===== src/rtl/mul_div_unit.sv =====
// Iterative multiply/divide unit: shift-add multiply and restoring divide, one bit per cycle.
// Define MULDIV_DIV_EN to build the divide datapath; otherwise divide ops complete as illegal.
module mul_div_unit #(
  parameter int unsigned WIDTH = 32
) (
  input  logic             clk,
  input  logic             rst,
  input  logic             start,
  input  logic [1:0]       op,
  input  logic [WIDTH-1:0] a,
  input  logic [WIDTH-1:0] b,
  input  logic [4:0]       waddr_in,
  output logic             busy,
  output logic             done,
  output logic [WIDTH-1:0] result,
  output logic [WIDTH-1:0] result_hi,
  output logic [4:0]       waddr_out,
  output logic             wr_en,
  output logic             dz,
  output logic             ill
);

  localparam int unsigned CNT_W = (WIDTH > 1) ? $clog2(WIDTH) : 1;
  localparam int unsigned PW    = 2 * WIDTH;

  typedef enum logic [1:0] {S_IDLE, S_RUN, S_DONE} state_t;

  state_t             state_q, state_d;
  logic [CNT_W-1:0]   cnt_q, cnt_d;
  logic [WIDTH-1:0]   acc_hi_q, acc_hi_d;
  logic [WIDTH-1:0]   acc_lo_q, acc_lo_d;
  logic [WIDTH-1:0]   mcand_q, mcand_d;
  logic               neg_q, neg_d;
  logic               busy_q, busy_d;
  logic               done_q, done_d;
  logic               wr_en_q, wr_en_d;
  logic [WIDTH-1:0]   result_q, result_d;
  logic [WIDTH-1:0]   result_hi_q, result_hi_d;
  logic [4:0]         waddr_out_q, waddr_out_d;
  logic               dz_q, dz_d;
  logic               ill_q, ill_d;

  // Multiply step: conditional add of the multiplicand, then shift {carry, hi, lo} right.
  logic               signed_mul;
  logic [WIDTH-1:0]   a_mag, b_mag;
  logic [WIDTH:0]     mul_sum;
  logic [WIDTH-1:0]   mul_hi_nxt, mul_lo_nxt;
  logic [PW-1:0]      prod, prod_fix;

  assign signed_mul = (op == 2'b01);
  assign a_mag      = (signed_mul && a[WIDTH-1]) ? (~a + WIDTH'(1)) : a;
  assign b_mag      = (signed_mul && b[WIDTH-1]) ? (~b + WIDTH'(1)) : b;
  assign mul_sum    = {1'b0, acc_hi_q} + (acc_lo_q[0] ? {1'b0, mcand_q} : {1'b0, WIDTH'(0)});
  assign mul_hi_nxt = mul_sum[WIDTH:1];
  assign mul_lo_nxt = {mul_sum[0], acc_lo_q[WIDTH-1:1]};
  assign prod       = {mul_hi_nxt, mul_lo_nxt};
  assign prod_fix   = neg_q ? (~prod + PW'(1)) : prod;

`ifdef MULDIV_DIV_EN
  // Restoring divide step: acc_hi holds the partial remainder, acc_lo shifts dividend out and quotient in.
  logic               div_q, div_d;
  logic               remu_q, remu_d;
  logic [WIDTH:0]     rem_sh, div_diff;
  logic               q_bit;
  logic [WIDTH-1:0]   div_hi_nxt, div_lo_nxt;

  assign rem_sh     = {acc_hi_q, acc_lo_q[WIDTH-1]};
  assign div_diff   = rem_sh - {1'b0, mcand_q};
  assign q_bit      = ~div_diff[WIDTH];
  assign div_hi_nxt = q_bit ? div_diff[WIDTH-1:0] : rem_sh[WIDTH-1:0];
  assign div_lo_nxt = {acc_lo_q[WIDTH-2:0], q_bit};
`endif

  always_comb begin
    state_d     = state_q;
    cnt_d       = cnt_q;
    acc_hi_d    = acc_hi_q;
    acc_lo_d    = acc_lo_q;
    mcand_d     = mcand_q;
    neg_d       = neg_q;
    busy_d      = busy_q;
    done_d      = 1'b0;
    wr_en_d     = 1'b0;
    result_d    = result_q;
    result_hi_d = result_hi_q;
    waddr_out_d = waddr_out_q;
    dz_d        = dz_q;
    ill_d       = ill_q;
`ifdef MULDIV_DIV_EN
    div_d       = div_q;
    remu_d      = remu_q;
`endif

    if (state_q == S_RUN) begin
      cnt_d = cnt_q + CNT_W'(1);
`ifdef MULDIV_DIV_EN
      if (div_q) begin
        acc_hi_d = div_hi_nxt;
        acc_lo_d = div_lo_nxt;
      end else begin
        acc_hi_d = mul_hi_nxt;
        acc_lo_d = mul_lo_nxt;
      end
`else
      acc_hi_d = mul_hi_nxt;
      acc_lo_d = mul_lo_nxt;
`endif
      if (cnt_q == CNT_W'(WIDTH - 1)) begin
        state_d = S_DONE;
        busy_d  = 1'b0;
        done_d  = 1'b1;
        wr_en_d = 1'b1;
`ifdef MULDIV_DIV_EN
        if (div_q) begin
          result_d    = remu_q ? div_hi_nxt : div_lo_nxt;
          result_hi_d = remu_q ? div_lo_nxt : div_hi_nxt;
        end else begin
          {result_hi_d, result_d} = prod_fix;
        end
`else
        {result_hi_d, result_d} = prod_fix;
`endif
      end
    end else if (start) begin
      // Accept from IDLE, or from DONE so a held start re-issues right after completion.
      waddr_out_d = waddr_in;
      dz_d        = 1'b0;
      ill_d       = 1'b0;
      cnt_d       = '0;
      acc_hi_d    = '0;
      acc_lo_d    = a_mag;
      mcand_d     = b_mag;
      neg_d       = signed_mul && (a[WIDTH-1] ^ b[WIDTH-1]);
      state_d     = S_RUN;
      busy_d      = 1'b1;
`ifdef MULDIV_DIV_EN
      div_d       = op[1];
      remu_d      = op[0];
      if (op[1]) begin
        acc_lo_d = a;
        mcand_d  = b;
        neg_d    = 1'b0;
        if (b == '0) begin
          state_d     = S_DONE;
          busy_d      = 1'b0;
          done_d      = 1'b1;
          wr_en_d     = 1'b1;
          result_d    = '1;
          result_hi_d = a;
          dz_d        = 1'b1;
        end
      end
`else
      if (op[1]) begin
        state_d     = S_DONE;
        busy_d      = 1'b0;
        done_d      = 1'b1;
        result_d    = '0;
        result_hi_d = '0;
        ill_d       = 1'b1;
      end
`endif
    end else begin
      state_d = S_IDLE;
    end
  end

  always_ff @(posedge clk) begin
    if (rst) begin
      state_q     <= S_IDLE;
      cnt_q       <= '0;
      acc_hi_q    <= '0;
      acc_lo_q    <= '0;
      mcand_q     <= '0;
      neg_q       <= 1'b0;
      busy_q      <= 1'b0;
      done_q      <= 1'b0;
      wr_en_q     <= 1'b0;
      result_q    <= '0;
      result_hi_q <= '0;
      waddr_out_q <= '0;
      dz_q        <= 1'b0;
      ill_q       <= 1'b0;
`ifdef MULDIV_DIV_EN
      div_q       <= 1'b0;
      remu_q      <= 1'b0;
`endif
    end else begin
      state_q     <= state_d;
      cnt_q       <= cnt_d;
      acc_hi_q    <= acc_hi_d;
      acc_lo_q    <= acc_lo_d;
      mcand_q     <= mcand_d;
      neg_q       <= neg_d;
      busy_q      <= busy_d;
      done_q      <= done_d;
      wr_en_q     <= wr_en_d;
      result_q    <= result_d;
      result_hi_q <= result_hi_d;
      waddr_out_q <= waddr_out_d;
      dz_q        <= dz_d;
      ill_q       <= ill_d;
`ifdef MULDIV_DIV_EN
      div_q       <= div_d;
      remu_q      <= remu_d;
`endif
    end
  end

  assign busy      = busy_q;
  assign done      = done_q;
  assign wr_en     = wr_en_q;
  assign result    = result_q;
  assign result_hi = result_hi_q;
  assign waddr_out = waddr_out_q;
  assign dz        = dz_q;
  assign ill       = ill_q;

endmodule


===== config.mk =====
export PLATFORM = sky130hd
export DESIGN_NAME = mul_div_unit
export DESIGN_NICKNAME = d
export VERILOG_FILES = /design/src/rtl/mul_div_unit.sv
export SDC_FILE = /design/constraint.sdc
export NUM_CORES = 1
export LEC_CHECK = 0
export CAP_MARGIN = 10
export CORE_UTILIZATION = 40
export DETAILED_ROUTE_END_ITERATION = 16
export PLACE_DENSITY = 0.68
export SETUP_SLACK_MARGIN = 0.4
export SYNTH_ARGS = -nofsm -noshare
export SYNTH_HDL_FRONTEND = slang
export SYNTH_SLANG_ARGS = --single-unit

===== constraint.sdc =====
create_clock -name clk -period 5.3 [get_ports clk]
set_input_delay 0.53 -clock clk [delete_from_list [all_inputs] [get_ports clk]]
set_output_delay 0.53 -clock clk [all_outputs]
set_load 0.005 [all_outputs]

==> key figures, run 1 <==
Status
  • Outcome: complete, no violations

Floorplan
  • Number of placement rows: 60
  • Floorplan die height: 169.5 um
  • Die width: 169.5 um
  • Count of pins on the block boundary: 148
  • CORE AREA: 27250 um^2
  • Floorplan die area: 28740 um^2
  • Initial core utilization: 41.20%

Route
  • Avg WL per Cell: 16.66 um
  • Via total after detailed routing: 10770
  • Detailed-routing iteration count for the pre-antenna-repair pass: 5
  • DRC viols: 0
  • Number of nets with antenna violations after detailed routing: 0
  • First-iteration detailed-routing DRC count: 724
  • Post-DR vias/cell: 5.655
  • Detailed-route wire length: 31720 um

Clock tree
  • H-Tree Level Count: 4
  • Clk buf depth: 2
  • Insertion delay to the later sink of the worst-skew pair: 0.44 ns
  • Number of sinks on the clock net: 177
  • CTS clock-pin slew for the worst setup and hold paths: 0.07 ns
  • Buffer type at the clock tree root: sky130_fd_sc_hd__clkbuf_16
  • TritonCTS buffer count: 17
  • CTS tree: yes

Placed design
  • Final weighted congestion in routability-driven placement: 0.9274
  • # port buffers: 146
  • Placement Cell Area: 12930 um^2
  • HPWL after detailed placement: 23390 um
  • Inst Count DP: 1872

Pwr
  • Share of power burned in the clock network: 41.1%
  • Part of the power in registers: 43.2%
  • Cell internal power dissipation: 2.373 mW
  • Net switching power of the design: 939.1 uW
  • Peak supply drop: 203.0 uV
  • Leak Pwr: 5.040 nW
  • Share of power burned in combinational logic: 15.7%
  • Total power density per cell area: 244.2 nW/um^2
  • Switching fraction of total power: 28.35%

Synth
  • Combined area of all synthesized cells: 11230 um^2
  • Unique cell type count in the Yosys netlist: 82
  • Flip-flop and latch count after synthesis: 177
  • Post-Syn Instances: 1432
  • Post-synth ARST share: 0%
  • Mean instance size in the synthesized netlist: 7.840 um^2
  • Synth top area share: 31.56%
  • Register area share after synthesis: 31.56%
  • Count of warnings emitted by yosys: 0
  • Commonest cells post-synth: 239 x sky130_fd_sc_hd__nor2_1, 177 x sky130_fd_sc_hd__dfxtp_1, 123 x sky130_fd_sc_hd__a21oi_1
  • Post-synth EDFFs: 0
  • Most numerous cell in the Yosys netlist: sky130_fd_sc_hd__nor2_1
  • Synth area leaders: sky130_fd_sc_hd__dfxtp_1 32%, sky130_fd_sc_hd__nor2_1 8.0%, sky130_fd_sc_hd__xnor2_1 5.9%
  • Total nets after synthesis: 1544
  • Most common flop cell mapped by yosys: sky130_fd_sc_hd__dfxtp_1
  • Largest area contributor in the netlist: sky130_fd_sc_hd__dfxtp_1

Setup path
  • Slowest stage delay, CP: 0.69 ns
  • Register-to-Register Path Depth: 13
  • Launching instance or port of the critical path: acc_lo_q[0]$_SDFFE_PP0N_
  • Slowest cell on the critical path: sky130_fd_sc_hd__or4_1
  • Worst R2R Setup Slack: 0.70 ns
  • Worst Path Class, Setup: register to register
  • Arrival time worst endpoint: 4.93 ns
  • Largest fanout on the critical path: 20
  • Worst reg2reg path startpoint: acc_lo_q[0]$_SDFFE_PP0N_
  • Type of element capturing the critical path: register
  • Sort of element at the start of the critical path: register
  • Required @ worst endpoint: 5.63 ns
  • Critical Path, Cell by Cell: buf_4 > and2_1 > ha_1 > a21oi_1 > o21ai_0 > o211ai_1 > a21oi_1 > xor2_1 > or2_2 > or4_1 > o41a_1 > xor2_1 > a22o_1
  • End of the worst register-to-register path: result_hi[26]$_SDFFE_PP0P_

Final layout
  • Layout Area Growth over Synthesis: 20.81%
  • Final core utilization: 49.77%
  • Final nets: 1631
  • Layout cell share with drive strength beyond 1: 6.136%
  • Final Cell Area: 13560 um^2
  • Antenna Diode Count: 0
  • Non-filler cells in the finished layout: 1904

Global route
  • Global-route wire length before repair: 51520 um
  • GRT met3 Usage: 3.055%
  • Number of antenna violations at the first check in global routing: 0
  • Global routing met2 resource utilization: 34.46%
  • Vias in the first global route: 9846
  • Pin count of the biggest net entering global routing: 71
  • Gr usage total: 22.19%
  • Gr ovfl total: 0
  • Layer carrying the most global-route usage: met2
  • GR met1 Demand/Resource: 32.41%

Worst hold path
  • Hold WC Path Type: register to register
  • Source of the worst hold timing path: mcand_q[0]$_SDFFE_PP0P_
  • Hold Path Depth: 2
  • Hold path endpoint: mcand_q[0]$_SDFFE_PP0P_

Flow run
  • Max-Cap Viols: 0

Timing
  • Max Clock Skew: 0.01569 ns
  • Slew Viols, Final: 0
  • Fmax achieved: 0.2174 GHz
  • Number of endpoints failing setup at the final stage: 0
  • Crit path time final: 4.600 ns
  • Period utilization: 86.79%
  • Unrepaired setup endpoints after global routing: false
  • Number of failing hold endpoints at the final stage: 0
  • Worst slew margin relative to its limit: 23.72%
  • Tightest Pin Transition: 1.142 ns
  • Fin Setup TNS: 0 ns
[how the worst max path moves through the flow]
stage                            endpoint  slack, ns  cells past startpoint
3_5_place_dp   result_hi[26]$_SDFFE_PP0P_       0.63                     13
2_1_floorplan  result_hi[26]$_SDFFE_PP0P_       1.13                     15
5_1_grt        result_hi[26]$_SDFFE_PP0P_       0.50                     13
3_3_place_gp   result_hi[26]$_SDFFE_PP0P_       0.76                     13
6_report       result_hi[26]$_SDFFE_PP0P_       0.70                     13
4_1_cts        result_hi[26]$_SDFFE_PP0P_       0.62                     13
[registers in the layout (all words and copies together), names as in the netlist]
signal and cells:
acc_lo_q 32, acc_hi_q 32, state_q 2, done 1, result_hi 32, cnt_q 5, mcand_q 32, waddr_out 5
busy 1, result 32, neg_q 1, wr_en 1, ill 1
[layout make-up]
cell class,instances,area [um^2]
clock buffer,19,442.9
clock inverter,13,186.4
fill,2637,13690
inverter,16,60.06
multi-input combinational,1147,7303
sequential,177,3546
tap,372,465.4
timing repair buffer,160,1559
[worst max-delay path: cells and delay by family, from the launching register on]
| family | cells | cell delay [ns] |
|---|---|---|
| AO/OA/AOI/OAI | 6 | 1.87 |
| AND/OR/NAND/NOR | 3 | 1.18 |
| adder cells (fa/ha/maj) | 1 | 0.50 |
| flip-flops | 1 | 0.38 |
| XOR/XNOR | 2 | 0.35 |
| buffers and inverters | 1 | 0.21 |
[kinds of logic after synthesis]
logic type / Yosys count / share of synthesized area [%]
AOI/OAI and AO/OA: 450 / 26.90
xor gates and xnor gates: 123 / 9.595
adders and majority gates: 38 / 4.302
buffers and inverters: 108 / 3.722
DFF: 177 / 31.56
muxes: 7 / 0.6464
other: 1 / 0.03340
and+or+nand+nor: 528 / 23.24
[power groups by stage]
stage               combinational (mW)  sequential [mW]  clock, mW
floorplan                        0.348             1.44          0
global placement                 0.509             1.46          0
detailed placement               0.514             1.46          0
CTS                              0.517             1.43       1.39
global route                     0.574             1.44       1.45
finish                           0.518             1.43       1.36
[layout by cell type (no fill, tap or decap), types with 27 or more instances in the layout]
cell,n
sky130_fd_sc_hd__nand2_1,70
sky130_fd_sc_hd__o31ai_1,27
sky130_fd_sc_hd__xnor2_1,76
sky130_fd_sc_hd__xor2_1,47
sky130_fd_sc_hd__and2_1,37
sky130_fd_sc_hd__a22oi_1,42
sky130_fd_sc_hd__ha_1,37
sky130_fd_sc_hd__and3_1,32
sky130_fd_sc_hd__a21oi_1,121
sky130_fd_sc_hd__clkdlybuf4s50_1,144
sky130_fd_sc_hd__nor2_1,237
sky130_fd_sc_hd__a211oi_1,56
sky130_fd_sc_hd__dfxtp_1,175
sky130_fd_sc_hd__o21ai_0,74
[through the flow]
step                worst slack, ns  power [mW]  hold slack (ns)
detailed placement           0.6294       1.977           0.4474
CTS                          0.6244       3.338           0.4573
floorplan                     1.130       1.792           0.4317
global placement             0.7604       1.971           0.4413
global route                 0.5018       3.464           0.4804
finish                       0.7002       3.312           0.4583
[repair_timing]
action / 4_1_cts / 5_1_grt
setup endpoints to repair: 0 / 2
hold buffers: 0 / 0
buffers inserted: 0 / 0
gates resized for setup: 0 / 2
[metal layers]
layer,routed length (um),share of wire [%],vias up
met1,15850,50,5068
met4,312,0.98,0
li1,-,-,5396
met3,1642,5.2,20
met5,0,0,-
met2,13920,44,284
No activity file was read; power rests on OpenSTA's default activity.
==> inputs of run 2 (changes only) <==
--- a/config.mk
+++ b/config.mk
@@ -6,6 +6,7 @@
 export NUM_CORES = 1
 export LEC_CHECK = 0
 export CAP_MARGIN = 10
+export CORE_MARGIN = 4
 export CORE_UTILIZATION = 40
 export DETAILED_ROUTE_END_ITERATION = 16
 export PLACE_DENSITY = 0.68
==> run 2 against run 1 <==
Against the previous run:
- critical path type unchanged
- clock skew barely moved
- first-iteration DRC count rose by 12%
- critical endpoint unchanged
- sequential share of layout area up 0.13 points
- worst hold slack worse by 0.0038 ns
==> key figures, run 2 (same netlist as run 1, synthesis figures left out) <==
Timing
  • Worst setup margin: 0.7413 ns
  • Worst slew margin relative to its limit: 19.76%
  • Crit path time final: 4.559 ns
  • Max Clock Skew: 0.01545 ns
  • Unrepaired setup endpoints after global routing: false
  • Period utilization: 86.01%
  • Final hold slack: 0.4545 ns
  • Number of failing hold endpoints at the final stage: 0
  • Number of endpoints failing setup at the final stage: 0
  • Tightest Pin Transition: 1.204 ns
  • Fin Setup TNS: 0 ns
  • Slew Viols, Final: 0
  • Fmax achieved: 0.2194 GHz

Final layout
  • Layout cell share with drive strength beyond 1: 6.017%
  • Final nets: 1628
  • Antenna Diode Count: 0
  • Layout Area Growth over Synthesis: 20.20%
  • Fill cells: 2702
  • Most frequent cells in the layout: 236 x sky130_fd_sc_hd__nor2_1, 175 x sky130_fd_sc_hd__dfxtp_1, 144 x sky130_fd_sc_hd__clkdlybuf4s50_1
  • Commonest non-fill, non-tap cell in the layout: sky130_fd_sc_hd__nor2_1

Placed design
  • Final weighted congestion in routability-driven placement: 0.8868
  • # port buffers: 146
  • Post-place setup slack: 0.5716 ns
  • HPWL after detailed placement: 25110 um

Clock tree
  • TritonCTS buffer count: 17
  • Clk buf depth: 2
  • Insertion delay to the later sink of the worst-skew pair: 0.44 ns
  • Buffer type at the clock tree root: sky130_fd_sc_hd__clkbuf_16
  • CTS clock-pin slew for the worst setup and hold paths: 0.07 ns
  • Hold buffers post-CTS: 0
  • CTS tree: yes
  • Number of sinks on the clock net: 177
  • H-Tree Level Count: 4

Global route
  • Global routing met2 resource utilization: 34.13%
  • Gr usage total: 21.39%
  • Pin count of the biggest net entering global routing: 88
  • Vias in the first global route: 9939
  • Number of antenna violations at the first check in global routing: 0
  • GRT met3 Usage: 4.197%
  • GR met1 Demand/Resource: 29.59%
  • Layer carrying the most global-route usage: met2
  • Gr ovfl total: 0
  • Global-route wire length before repair: 54080 um

Setup path
  • Largest fanout on the critical path: 19
  • Worst Path Class, Setup: register to register
  • Sort of element at the start of the critical path: register
  • Register-to-Register Path Depth: 13
  • Required @ worst endpoint: 5.63 ns
  • Arrival time worst endpoint: 4.89 ns
  • Type of element capturing the critical path: register

Route
  • Number of nets with antenna violations after detailed routing: 0
  • Avg WL per Cell: 17.88 um
  • Detailed-routing iteration count for the pre-antenna-repair pass: 7
  • Detailed-route wire length: 34100 um
  • Post-DR vias/cell: 5.649
  • DRC viols: 0
  • First-iteration detailed-routing DRC count: 811
  • Via total after detailed routing: 10770

Floorplan
  • Die width: 175.5 um
  • Floorplan die area: 30810 um^2
  • Floorplan die height: 175.5 um
  • Count of pins on the block boundary: 148
  • CORE AREA: 27710 um^2
  • Number of placement rows: 61
  • Initial core utilization: 40.52%

Worst hold path
  • Hold Path Depth: 2
  • Hold WC Path Type: register to register

Pwr
  • Peak supply drop: 204.0 uV
  • Leak Pwr: 4.999 nW
  • Total power density per cell area: 240.1 nW/um^2

Flow run
  • Max-Cap Viols: 0

Status
  • Outcome: complete, no violations
run 2: cell count changes in the layout (fill, tap and decap cells not counted):
cell,previous run,this run
sky130_fd_sc_hd__buf_4,15,12
sky130_fd_sc_hd__bufinv_16,3,1
sky130_fd_sc_hd__clkbuf_1,1,2
sky130_fd_sc_hd__clkbuf_8,1,0
sky130_fd_sc_hd__clkinv_2,0,1
sky130_fd_sc_hd__inv_6,4,5
sky130_fd_sc_hd__nor2_1,237,236
sky130_fd_sc_hd__nor2_2,0,1
sky130_fd_sc_hd__o31a_1,3,2
sky130_fd_sc_hd__o31a_2,0,1
run 2: worst max-delay path: stages, from the launching register on:
cell,delay [ns]
sky130_fd_sc_hd__dfxtp_2,0.39
sky130_fd_sc_hd__and2_1,0.16
sky130_fd_sc_hd__ha_1,0.21
sky130_fd_sc_hd__fa_1,0.44
sky130_fd_sc_hd__a21oi_2,0.24
sky130_fd_sc_hd__o221ai_2,0.23
sky130_fd_sc_hd__a211oi_1,0.35
sky130_fd_sc_hd__o221ai_1,0.18
sky130_fd_sc_hd__nand4bb_1,0.34
sky130_fd_sc_hd__or4_1,0.61
sky130_fd_sc_hd__or4_1,0.58
sky130_fd_sc_hd__o41a_1,0.37
sky130_fd_sc_hd__xor2_1,0.14
sky130_fd_sc_hd__a22o_1,0.20
run 2: layout make-up:
cell class | count | area [um^2] | area share, %
multi-input combinational | 1147 | 7307 | 54.14
sequential | 177 | 3546 | 26.27
timing repair buffer | 157 | 1536 | 11.39
tap | 378 | 473.0 | 3.505
clock buffer | 19 | 432.9 | 3.208
clock inverter | 13 | 140.1 | 1.038
inverter | 16 | 60.06 | 0.4450
run 2: metal layers:
layer	part of all wire [%]	up-vias
met3	5.7	47
met5	0	-
met1	46	5047
met2	46	299
li1	-	5379
met4	2.1	0
run 2: repair_timing:
item / CTS / global route
endpoints found under the hold margin: 0 / 0
setup buffers: 0 / 0
gates resized for setup: 0 / 3
setup endpoints to repair: 0 / 4
run 2: path summary, 6_finish.rpt:
| kind | slack (ns) | start | endpoint |
|---|---|---|---|
| max | 0.74 | acc_lo_q[0]$_SDFFE_PP0N_ | result_hi[26]$_SDFFE_PP0P_ |
| min | 0.45 | waddr_out[3]$_SDFFE_PP0P_ | waddr_out[3]$_SDFFE_PP0P_ |
| max reg2reg | 0.74 | acc_lo_q[0]$_SDFFE_PP0N_ | result_hi[26]$_SDFFE_PP0P_ |
| min reg2reg | 0.45 | waddr_out[3]$_SDFFE_PP0P_ | waddr_out[3]$_SDFFE_PP0P_ |
run 2: per-stage QoR:
step	std cells	utilization, %	power [mW]	cell area, um^2
final	1907	48.71	3.241	13500
after global routing	1907	48.71	3.384	13500
after CTS	1907	48.69	3.258	13490
after detailed placement	1875	46.62	1.988	12920
after global placement	1875	46.62	1.978	12920
after floorplan	1432	-	1.792	11230
run 2: power by group:
part | total [mW] | switching, mW | internal (mW)
clock network | 1.28 | 0.611 | 0.669
registers | 1.43 | 0.0544 | 1.38
logic | 0.526 | 0.308 | 0.218
total | 3.24 | 0.974 | 2.27
==> inputs of run 3 (changes only) <==
--- a/config.mk
+++ b/config.mk
@@ -7,9 +7,9 @@
 export LEC_CHECK = 0
 export CAP_MARGIN = 10
 export CORE_MARGIN = 4
-export CORE_UTILIZATION = 40
+export CORE_UTILIZATION = 50
 export DETAILED_ROUTE_END_ITERATION = 16
-export PLACE_DENSITY = 0.68
+export PLACE_DENSITY = 0.8
 export SETUP_SLACK_MARGIN = 0.4
 export SYNTH_ARGS = -nofsm -noshare
 export SYNTH_HDL_FRONTEND = slang
==> constraint.sdc (replaced) <==
create_clock -name clk -period 5.7 [get_ports clk]
set_input_delay 0.57 -clock clk [delete_from_list [all_inputs] [get_ports clk]]
set_output_delay 0.57 -clock clk [all_outputs]
set_load 0.005 [all_outputs]
==> run 3 against run 2 <==
Against the previous run:
- maximum frequency down 3.7%
- global-route usage grew 3.2 points
- wire length down 9.1%
- register-to-register slack gained 0.22 ns
- critical endpoint unchanged
- cell area is 1.1% lower
- clock-buffer cell count shrank 1
- combinational power is 9.3% lower
- clock power fell by 10%
- critical path type unchanged
- non-clock buffer count is 1 lower
==> key figures, run 3 (same netlist as run 1, synthesis figures left out) <==
Status
  • Outcome: complete, no violations

Setup path
  • Slowest cell on the critical path: sky130_fd_sc_hd__or4_1
  • Critical Path, Cell by Cell: and2_1 > ha_1 > a211oi_2 > o31a_1 > a21oi_1 > nor4_1 > a2111oi_0 > buf_4 > or4b_1 > or4_1 > o41a_1 > xor2_1 > a22o_1
  • Slowest stage delay, CP: 0.69 ns
  • Type of element capturing the critical path: register
  • Worst Path Class, Setup: register to register
  • Largest fanout on the critical path: 33
  • Sort of element at the start of the critical path: register
  • Register-to-Register Path Depth: 13
  • Arrival time worst endpoint: 5.06 ns
  • Number of cells on the critical path: 13
  • Kind of cell adding the most delay to the critical path: simple AND/OR/NAND/NOR gates
  • Combined buffer and inverter count along the critical path: 1
  • Required @ worst endpoint: 6.03 ns

Global route
  • Global-route wire length before repair: 50450 um
  • GR met1 Demand/Resource: 35.49%
  • Gr ovfl total: 0
  • Pin count of the biggest net entering global routing: 84
  • Global routing met2 resource utilization: 38.51%
  • Layer carrying the most global-route usage: met2
  • GRT met3 Usage: 4.237%
  • Number of antenna violations at the first check in global routing: 0
  • Gr usage total: 24.63%
  • Vias in the first global route: 10020

Route
  • Post-DR vias/cell: 6.008
  • First-iteration detailed-routing DRC count: 790
  • Avg WL per Cell: 17.15 um
  • Via total after detailed routing: 10860
  • Number of nets with antenna violations after detailed routing: 0
  • Detailed-routing iteration count for the pre-antenna-repair pass: 6
  • Detailed-route wire length: 30990 um
  • DRC viols: 0

Clock tree
  • Hold buffers post-CTS: 0
  • TritonCTS buffer count: 17
  • Post-cts gate resize count: 0
  • Clk buf depth: 2
  • Number of sinks on the clock net: 177
  • CTS clock-pin slew for the worst setup and hold paths: 0.07 ns
  • CTS tree: yes
  • Buffer type at the clock tree root: sky130_fd_sc_hd__clkbuf_16
  • Post-CTS repair timing setup buffer count: 0
  • Insertion delay to the later sink of the worst-skew pair: 0.44 ns
  • H-Tree Level Count: 4

Pwr
  • Peak supply drop: 187.2 uV
  • Cell internal power dissipation: 2.104 mW
  • Leak Pwr: 4.974 nW
  • Part of the power in registers: 45.1%
  • Switching fraction of total power: 28.87%
  • Overall Power: 2.959 mW
  • Share of power burned in combinational logic: 16.1%
  • Net switching power of the design: 854.2 uW
  • Total power density per cell area: 221.6 nW/um^2
  • Share of power burned in the clock network: 38.8%

Timing
  • Number of endpoints failing setup at the final stage: 0
  • Unrepaired setup endpoints after global routing: false
  • Period utilization: 83.08%
  • Max Clock Skew: 0.01435 ns
  • Fin Setup TNS: 0 ns
  • Number of failing hold endpoints at the final stage: 0
  • Fmax achieved: 0.2112 GHz
  • Slew Viols, Final: 0
  • Crit path time final: 4.736 ns
  • Tightest Pin Transition: 1.096 ns
  • Worst slew margin relative to its limit: 26.75%

Placed design
  • Final weighted congestion in routability-driven placement: 0.9353
  • HPWL after detailed placement: 22760 um
  • Placement Cell Area: 12780 um^2
  • # port buffers: 146

Floorplan
  • Count of pins on the block boundary: 148
  • Floorplan die area: 24920 um^2
  • Floorplan die height: 157.8 um
  • Initial core utilization: 51.13%
  • Number of placement rows: 54
  • CORE AREA: 21960 um^2
  • Die width: 157.8 um

Final layout
  • Final Cell Area: 13350 um^2
  • Final nets: 1627
  • Most frequent cells in the layout: 237 x sky130_fd_sc_hd__nor2_1, 175 x sky130_fd_sc_hd__dfxtp_1, 144 x sky130_fd_sc_hd__clkdlybuf4s50_1
  • Antenna Diode Count: 0
  • Layout Area Growth over Synthesis: 18.93%
  • Layout cell share with drive strength beyond 1: 5.828%
  • Fill cells: 1916
  • Commonest non-fill, non-tap cell in the layout: sky130_fd_sc_hd__nor2_1

Worst hold path
  • Hold Path Depth: 2
  • Hold WC Path Type: register to register

Flow run
  • Max-Cap Viols: 0
==> run 3: cell count changes in the layout (fill, tap and decap cells not counted), sizes merged <==
cell      delta
clkbuf       -1
clkinvlp     +5
clkinv       -1
inv          -4
buf          -1
==> run 3: power groups by stage <==
stage / clock, mW / combinational, mW / sequential (mW)
after global placement: 0 / 0.461 / 1.36
after CTS: 1.17 / 0.474 / 1.33
after global routing: 1.22 / 0.531 / 1.34
after detailed placement: 0 / 0.471 / 1.36
final: 1.15 / 0.477 / 1.33
after floorplan: 0 / 0.324 / 1.34
==> run 3: final timing paths <==
| check | from | end | slack [ns] |
|---|---|---|---|
| setup / recovery | acc_lo_q[0]$_SDFFE_PP0N_ | result_hi[26]$_SDFFE_PP0P_ | 0.96 |
| hold / removal | waddr_out[3]$_SDFFE_PP0P_ | waddr_out[3]$_SDFFE_PP0P_ | 0.45 |
| setup reg to reg | acc_lo_q[0]$_SDFFE_PP0N_ | result_hi[26]$_SDFFE_PP0P_ | 0.96 |
| hold reg to reg | waddr_out[3]$_SDFFE_PP0P_ | waddr_out[3]$_SDFFE_PP0P_ | 0.45 |
==> run 3: final cells by class <==
cell class	instances	area, um^2	area share, %
inverters	16	60.06	0.4498
well taps	280	350.3	2.624
flip-flops and latches	177	3546	26.56
multi-input cells	1147	7300	54.67
repair buffers	156	1529	11.45
clock buffers	18	439.2	3.289
clock inverters	13	128.9	0.9651
==> run 3: layer usage <==
layer,vias up,share of wire (%)
met3,33,6.5
met4,0,1.2
li1,5391,-
met5,-,0
met1,5064,48
met2,369,45
==> run 3: per-stage QoR <==
stage / hold WS, ns / setup WS (ns) / util (%) / cells
after floorplan: 0.4317 / 1.530 / - / 1432
after global placement: 0.4415 / 0.9243 / 58.22 / 1776
after detailed placement: 0.4485 / 0.7924 / 58.22 / 1776
after CTS: 0.4562 / 0.7535 / 60.80 / 1807
after global routing: 0.4774 / 0.7155 / 60.81 / 1807
final: 0.4537 / 0.9643 / 60.81 / 1807
==> run 3: tightest hold or removal path, delay by kind of cell (launching register included) <==
kind,cells,cell delay [ns]
flops,1,0.31
simple gates,1,0.05
compound gates,1,0.05
